$ cat config.mk
export PLATFORM = sky130hd
export DESIGN_NAME = hp_damage_arbiter
export DESIGN_NICKNAME = d
export VERILOG_FILES = /design/src/rtl/hp_damage_arbiter.sv
export SDC_FILE = /design/constraint.sdc
export NUM_CORES = 1
export LEC_CHECK = 0
export ABC_CLOCK_PERIOD_IN_PS = 2500
export CAP_MARGIN = 20
export CORE_AREA = 5 5 76 78
export DETAILED_ROUTE_END_ITERATION = 6
export DIE_AREA = 0 0 81 83
export DONT_BUFFER_PORTS = 1
export PLACE_DENSITY = 0.85
export SLEW_MARGIN = 20
export SYNTH_ARGS = -nofsm -noshare
export SYNTH_HDL_FRONTEND = slang
export SYNTH_SLANG_ARGS = --single-unit
$ cat constraint.sdc
create_clock -name pclk -period 2.5 [get_ports pclk]
set_input_delay 0 -clock pclk [delete_from_list [all_inputs] [get_ports pclk]]
set_output_delay 0 -clock pclk [all_outputs]
set_load 0.05 [all_outputs]
$ cat src/rtl/hp_damage_arbiter.sv
// rtl/hp_damage_arbiter.sv - shared-window damage arbiter: round-robin hit grant, saturating HP, invulnerability timer
module hp_damage_arbiter #(
   parameter int N_SRC         = 4,
   parameter int HP_MAX        = 100,
   parameter int DAMAGE        = 10,
   parameter int INVULN_CYCLES = 32500000
) (
   input  logic             pclk,
   input  logic             rst,
   input  logic             enable_in,
   input  logic             restart_in,
   input  logic [N_SRC-1:0] damage_in,
   output logic [7:0]       hp_out,
   output logic             hit_out,
   output logic [2:0]       hit_src_out,
   output logic             invuln_out,
   output logic             game_over_out
);

   typedef enum logic [1:0] {IDLE, INVULN, DEAD} state_t;

   localparam logic [7:0]  HP_INIT  = 8'(HP_MAX);
   localparam logic [7:0]  DMG      = 8'(DAMAGE);
   localparam logic [27:0] CNT_LAST = 28'(INVULN_CYCLES - 1);

   state_t             state;
   logic [N_SRC-1:0]   pending;
   logic [2:0]         rr_ptr;
   logic [27:0]        counter;

   logic [N_SRC-1:0]   req;
   logic [N_SRC-1:0]   req_rot;
   logic               grant_valid;
   logic [3:0]         grant_sum;
   logic [2:0]         grant_idx;
   logic [2:0]         next_ptr;
   logic [7:0]         new_hp;

   // Rotate requests so bit 0 is the current round-robin head, then take the first set bit.
   always_comb begin
      req         = pending | damage_in;
      req_rot     = N_SRC'({req, req} >> rr_ptr);
      grant_valid = 1'b0;
      grant_sum   = 4'd0;
      for (int k = 0; k < N_SRC; k++) begin
         if (!grant_valid && req_rot[k]) begin
            grant_valid = 1'b1;
            grant_sum   = {1'b0, rr_ptr} + 4'(k);
         end
      end
      grant_idx = (grant_sum >= 4'(N_SRC)) ? 3'(grant_sum - 4'(N_SRC)) : grant_sum[2:0];
      next_ptr  = (grant_idx == 3'(N_SRC - 1)) ? 3'd0 : grant_idx + 3'd1;
      new_hp    = (hp_out <= DMG) ? 8'd0 : hp_out - DMG;
   end

   always_ff @(posedge pclk) begin
      if (rst || restart_in) begin
         state         <= IDLE;
         pending       <= '0;
         rr_ptr        <= 3'd0;
         counter       <= 28'd0;
         hp_out        <= HP_INIT;
         hit_out       <= 1'b0;
         hit_src_out   <= 3'd0;
         invuln_out    <= 1'b0;
         game_over_out <= 1'b0;
      end else begin
         hit_out <= 1'b0;
         case (state)
            IDLE: begin
               if (enable_in) begin
                  if (grant_valid) begin
                     hit_out     <= 1'b1;
                     hit_src_out <= grant_idx;
                     rr_ptr      <= next_ptr;
                     pending     <= '0;
                     counter     <= 28'd0;
                     hp_out      <= new_hp;
                     if (new_hp == 8'd0) begin
                        state         <= DEAD;
                        game_over_out <= 1'b1;
                        invuln_out    <= 1'b0;
                     end else begin
                        state      <= INVULN;
                        invuln_out <= 1'b1;
                     end
                  end
               end else begin
                  pending <= pending | damage_in;
               end
            end
            INVULN: begin
               if (enable_in) begin
                  if (counter == CNT_LAST) begin
                     counter    <= 28'd0;
                     invuln_out <= 1'b0;
                     state      <= IDLE;
                  end else begin
                     counter <= counter + 28'd1;
                  end
               end
            end
            DEAD: begin
               game_over_out <= 1'b1;
               hp_out        <= 8'd0;
            end
            default: state <= IDLE;
         endcase
      end
   end

endmodule

==> results_dict.tcl, run 1 <==
set metrics [dict create \
    initial_core_util_pct 58.54 \
    cts_inserted_buffers 5 \
    synth_nets 384 \
    period_minus_slack_ns 2.374 \
    hold_violations 0 \
    synth_area_leaders "dfxtp_1, nor2_1, xnor2_1" \
    fin_util_pct 66.71 \
    grt_overflow 0 \
    die_h_um 83 \
    leakage_uw 0.001152 \
    power_density_nw_per_um2 494.9 \
    clk_pin_slew_ns 0.10 \
    outcome "finished, final reports clean" \
    grt_pass1_wl_um 11610 \
    synth_top_area_share_pct 34.81 \
    crit_path_max_fanout 7 \
    maxCapViolCount 0 \
    routedWlPerCell_um 15.07 \
    synth_ff_type "dfxtp_1" \
    synth_cell_types 64 \
    io_pins 22 \
    place_hpwl_um 4874 \
    htree_levels 2 \
    maxSlewViolCount 0 \
    wirelength_um 6991 \
    fmax_mhz 421.3 \
    switching_share_pct 30.13 \
    async_flop_share_pct 0 \
    p_switching_uw 498.3 \
    crit_type "flop to flop" \
    clk_path_buf_depth 2 \
    n_antenna_cell 0 \
    cts_sinks 51 \
    worstSkewPairLatency_ns 0.30 \
    p_comb_share_pct 18.9 \
    fin_crit_sh_pct 94.95 \
    drt_pass1_iterations 6 \
    design_area_um2 3342 \
    final_common_cell "nor2_1" \
    drive_gt1_share_pct 15.23 \
    num_vias 2811 \
    max_slew_margin_pct 55.55 \
    numPlacedInstances 448 \
    antenna_found_initial 0 \
    syn_area_per_cell_um2 7.948 \
    cts_root_buf "clkbuf_8" \
    drt_iter0_markers 196 \
    crit_required_ns 2.70 \
    place_area_um2 3132 \
    fin_tns_setup_ns 0 \
    rows 26 \
    final_cell_mix "nor2_1, dfxtp_1, buf_4" \
    drc_errors 0 \
    pwr-share-seq_pct 52.5 \
    p_clk_share_pct 28.6 \
    whs_ns 0.01234 \
    synth_edf_count 0 \
    core-area_um2 5010 \
    track_usage_pct 20.79 \
    stdcell_count 464 \
    place_congestion 0.9454 \
    antenna_left 0 \
    seq_area_frac_synth_pct 34.81 \
    setup_viol_count_final 0 \
    nets 408 \
    vias_per_cell 6.058 \
    cts_tree "yes" \
    grt_pass1_vias 2569 \
    hp-class "primary input to flop" \
    synth_area_um2 2933 \
    syn_inst 369 \
    area_delta_synth_final_pct 13.95 \
    grt_max_degree 27 \
    io_buffers 0 \
    vdd_drop_max_v 0.0003112 \
    critPathLaunchType "flop" \
    ys_ff_latch 51 \
    worstPathArrival_ns 2.58 \
    die_w_um 81 \
    endpoint_kind "flop" \
    worst_pin_slew_ns 0.6643 \
    p_int_uw 1156 \
    die-area_um2 6723 \
    yosysWarningCount 0 \
    synth_top_area_cell "dfxtp_1" \
    finalClockSkew_ns 0.008913 \
]
==> cells in the mapped netlist (4+ instances only) <==
master / number
nor4_1: 15
nor2b_1: 4
buf_2: 7
nand4_1: 4
inv_1: 17
nand2_1: 25
nor3_1: 19
xnor2_1: 17
dfxtp_1: 51
or3_1: 12
nand2b_1: 5
o21ai_0: 11
clkbuf_1: 7
xor2_1: 7
ha_1: 7
nand3_1: 16
nor2_1: 48
a22oi_1: 5
o21ai_1: 6
a21oi_1: 27
==> state kept, by name (all words and copies together), names as in the netlist <==
register,flops
counter,28
game_over_out,1
hit_out,1
hit_src_out,3
hp_out,8
invuln_out,1
pending,4
rr_ptr,3
state,2
==> cell type report <==
class	count	area, um^2
clock buffers	5	68.82
clock inverters	3	18.77
fillers	421	1668
inverters	17	63.81
multi-input cells	283	1798
flip-flops and latches	51	1030
well taps	70	87.58
repair buffers	35	275.3
==> worst paths after layout <==
path / startpoint / endpoint / slack [ns] / cells after the start
worst max-delay path: pending[0] / hp_out[2] / 0.13 / 8
worst min-delay path: rst / hp_out[5] / 0.01 / 3
worst max register to register: pending[0] / hp_out[2] / 0.13 / 8
worst min register to register: counter[1] / counter[1] / 0.49 / 2
==> critical path, cell delays in order (launching register included) <==
cell and delay [ns]:
dfxtp_2 0.38, o21bai_1 0.31, a22oi_1 0.19, mux2_2 0.33, buf_4 0.15, o31ai_4 0.30, a21o_1 0.26, nor3_1 0.07
a211o_1 0.27
==> metal layers <==
metal / track usage, % / up-vias / share of wire (%)
met5: 0 / - / 0
met4: 6.452 / 0 / 1.4
met3: 3.463 / 18 / 4.7
met2: 34.80 / 99 / 50
met1: 26.86 / 1317 / 43
li1: - / 1377 / -
==> power by group through the flow <==
| stage | registers (uW) | logic (uW) | clock network [uW] |
|---|---|---|---|
| 2_1_floorplan | 894 | 196 | 0 |
| 3_3_place_gp | 883 | 274 | 0 |
| 3_5_place_dp | 884 | 281 | 0 |
| 4_1_cts | 865 | 291 | 481 |
| 5_1_grt | 870 | 344 | 508 |
| 6_report | 868 | 313 | 473 |
==> per-stage QoR <==
step	setup WS, ns	total power [uW]
floorplan	0.2239	1089
global placement	0.0005647	1157
detailed placement	-0.02802	1165
CTS	0.01867	1636
global route	-0.06698	1721
finish	0.1263	1654
==> kinds of logic (layout without fill, tap and decap cells) <==
group / count (synthesis) / in the layout / share of synthesized area (%)
XOR/XNOR: 24 / 24 / 7.167
flip-flops: 51 / 51 / 34.81
AO/OA/AOI/OAI: 85 / 85 / 20.27
AND/OR/NAND/NOR: 165 / 165 / 28.75
multiplexers: 2 / 2 / 0.7252
adder cells (fa/ha/maj): 7 / 7 / 2.986
buffers and inverters: 35 / 60 / 5.290
==> timing repair <==
action,4_1_cts,5_1_grt
buffers inserted,0,3
gates resized for setup,1,14
pin swaps,0,3
hold buffers,5,0
hold endpoints to repair,5,0
gates cloned,0,0
endpoints found under the setup margin,1,36
Power figures use the tool's default switching activity.
==> run 2, diff against run 1 <==
--- a/config.mk
+++ b/config.mk
@@ -12,6 +12,7 @@
 export DIE_AREA = 0 0 81 83
 export DONT_BUFFER_PORTS = 1
 export PLACE_DENSITY = 0.85
+export REMOVE_ABC_BUFFERS = 1
 export SLEW_MARGIN = 20
 export SYNTH_ARGS = -nofsm -noshare
 export SYNTH_HDL_FRONTEND = slang
==> results_dict.tcl, run 2 (synthesis results as in run 1) <==
set metrics [dict create \
    whs_path_depth 3 \
    critPathLaunchType "flop" \
    cp_cell_sequence "clkbuf_2, or3_1, a32o_1, o41ai_4, buf_4, or3_1, xor2_1, nor2_1" \
    reg2reg_to "counter[15]" \
    outcome "finished, final reports clean" \
    endpoint_kind "flop" \
    maxCapViolCount 0 \
    cts_sinks 51 \
    vdd_drop_max_v 0.0003074 \
    p_comb_share_pct 17.4 \
    maxSlewViolCount 0 \
    drive_gt1_share_pct 14.32 \
    pwr-share-seq_pct 48.4 \
    top_register "counter" \
    hold_violations 0 \
    nets 405 \
    whs_ns 0.03617 \
    clk_pin_slew_ns 0.10 \
    p_int_uw 1285 \
    cts_tree "yes" \
    cp.depth 8 \
    area_delta_synth_final_pct 14.59 \
    max_slew_margin_pct 54.47 \
    vias_per_cell 5.972 \
    rsz0062_at_grt "yes" \
    grt_max_degree 27 \
    p_switching_uw 505.1 \
    place_congestion 0.9102 \
    fin_crit_sh_pct 97.43 \
    antenna_left 0 \
    worst_pin_slew_ns 0.6803 \
    final_cell_mix "nor2_1, dfxtp_1, a21oi_1" \
    leakage_uw 0.001158 \
    cts_inserted_buffers 5 \
    regToRegStartpoint "rr_ptr[0]" \
    p_clk_share_pct 34.2 \
    reg_top3 "counter: 28 flops, hp_out: 8 flops, pending: 4 flops" \
    die-area_um2 6723 \
    critPathBufInv 2 \
    wirelength_um 6934 \
    io_buffers 0 \
    drc_errors 0 \
    finalClockSkew_ns 0.01590 \
    worstSkewPairLatency_ns 0.31 \
    antenna_found_initial 0 \
    numPlacedInstances 444 \
    cts_root_buf "clkbuf_8" \
    nFillCells 410 \
    io_pins 22 \
    crit_path_start "rr_ptr[0]" \
    setup_viol_count_final 0 \
    fmax_mhz 410.6 \
    hp-class "primary input to flop" \
    htree_levels 2 \
    n_antenna_cell 0 \
    core-area_um2 5010 \
    grt_overflow 0 \
    crit_end "counter[15]" \
    clk_path_buf_depth 2 \
    rows 26 \
    crit_path_max_fanout 15 \
    power_density_nw_per_um2 532.6 \
    worstPathArrival_ns 2.61 \
    crit_type "flop to flop" \
    crit_required_ns 2.67 \
    cp_common_cell "or3_1" \
    hold_start "restart_in" \
    switching_share_pct 28.21 \
    routedWlPerCell_um 15.04 \
    place_hpwl_um 4739 \
    r2r_slack_ns 0.06 \
    num_vias 2753 \
    slowest_delay_ns 0.42 \
    r2r_cells 8 \
    cp_slowest_cell "o41ai_4" \
    initial_core_util_pct 58.54 \
    drt_pass1_iterations 4 \
    critical-path-top-delay-family "compound AO/OA/AOI/OAI gates" \
    drt_iter0_markers 231 \
    track_usage_pct 20.82 \
    stdcell_count 461 \
    largest_register_ffs 28 \
    die_w_um 81 \
    grt_pass1_wl_um 11510 \
    period_minus_slack_ns 2.436 \
    die_h_um 83 \
    grt_pass1_vias 2603 \
]
## run 2: cell count changes in the layout (fill, tap and decap cells not counted), sizes merged
| cell | change |
|---|---|
| bufinv | +1 |
| dlygate4sd3 | +1 |
| buf | -5 |
| clkinv | -2 |
| clkbuf | +2 |
## run 2: stage by stage
stage	util [%]	instance area [um^2]	power (uW)	TNS [ns]	worst slack, ns
3_3_place_gp	61.91	3102	1152	0	0.04486
3_5_place_dp	61.91	3102	1159	-0.04356	-0.04274
4_1_cts	65.63	3288	1774	0	0.01004
6_report	67.08	3361	1790	0	0.06428
2_1_floorplan	-	2841	1077	-10.64	-0.4183
5_1_grt	67.08	3361	1868	-0.04494	-0.02523
## run 2: what timing repair did
action                                 CTS  global route
endpoints found under the hold margin    6             0
buffers inserted                         0             3
resized for setup                        3            12
hold buffers                             6             0
setup endpoints to repair               10            30
pin swaps                                0             5
## run 2: power by group through the flow
stage / logic [uW] / registers (uW) / clock network (uW)
floorplan: 173 / 904 / 0
global placement: 268 / 884 / 0
detailed placement: 275 / 884 / 0
CTS: 286 / 866 / 622
global route: 341 / 869 / 658
finish: 312 / 866 / 612
## run 2: worst min path at each step
stage	end	slack [ns]
after floorplan	pending[2]	0.21
after global placement	pending[0]	0.22
after detailed placement	pending[1]	0.23
after CTS	hp_out[5]	0.004
after global routing	hp_out[5]	0.04
final	hp_out[5]	0.04
## run 2: layout make-up
| type | instances | area (um^2) | share of cell area (%) |
|---|---|---|---|
| sequential | 51 | 1027 | 30.57 |
| clock buffer | 6 | 82.58 | 2.457 |
| timing repair buffer | 32 | 252.7 | 7.520 |
| multi-input combinational | 283 | 1808 | 53.80 |
| clock inverter | 2 | 38.79 | 1.154 |
| inverter | 17 | 63.81 | 1.899 |
| tap | 70 | 87.58 | 2.606 |
## run 2: routing by layer
metal | GRT usage, % | vias up | wire length [um]
met2 | 35.47 | 68 | 3436
li1 | - | 1373 | -
met5 | 0 | - | 0
met1 | 25.49 | 1304 | 3111
met3 | 4.870 | 8 | 316
met4 | 6.452 | 0 | 70
## run 2: worst min-delay path, cell delays in order
cell and delay, ns:
nor2_1 0.03, buf_4 0.18, o211ai_1 0.10
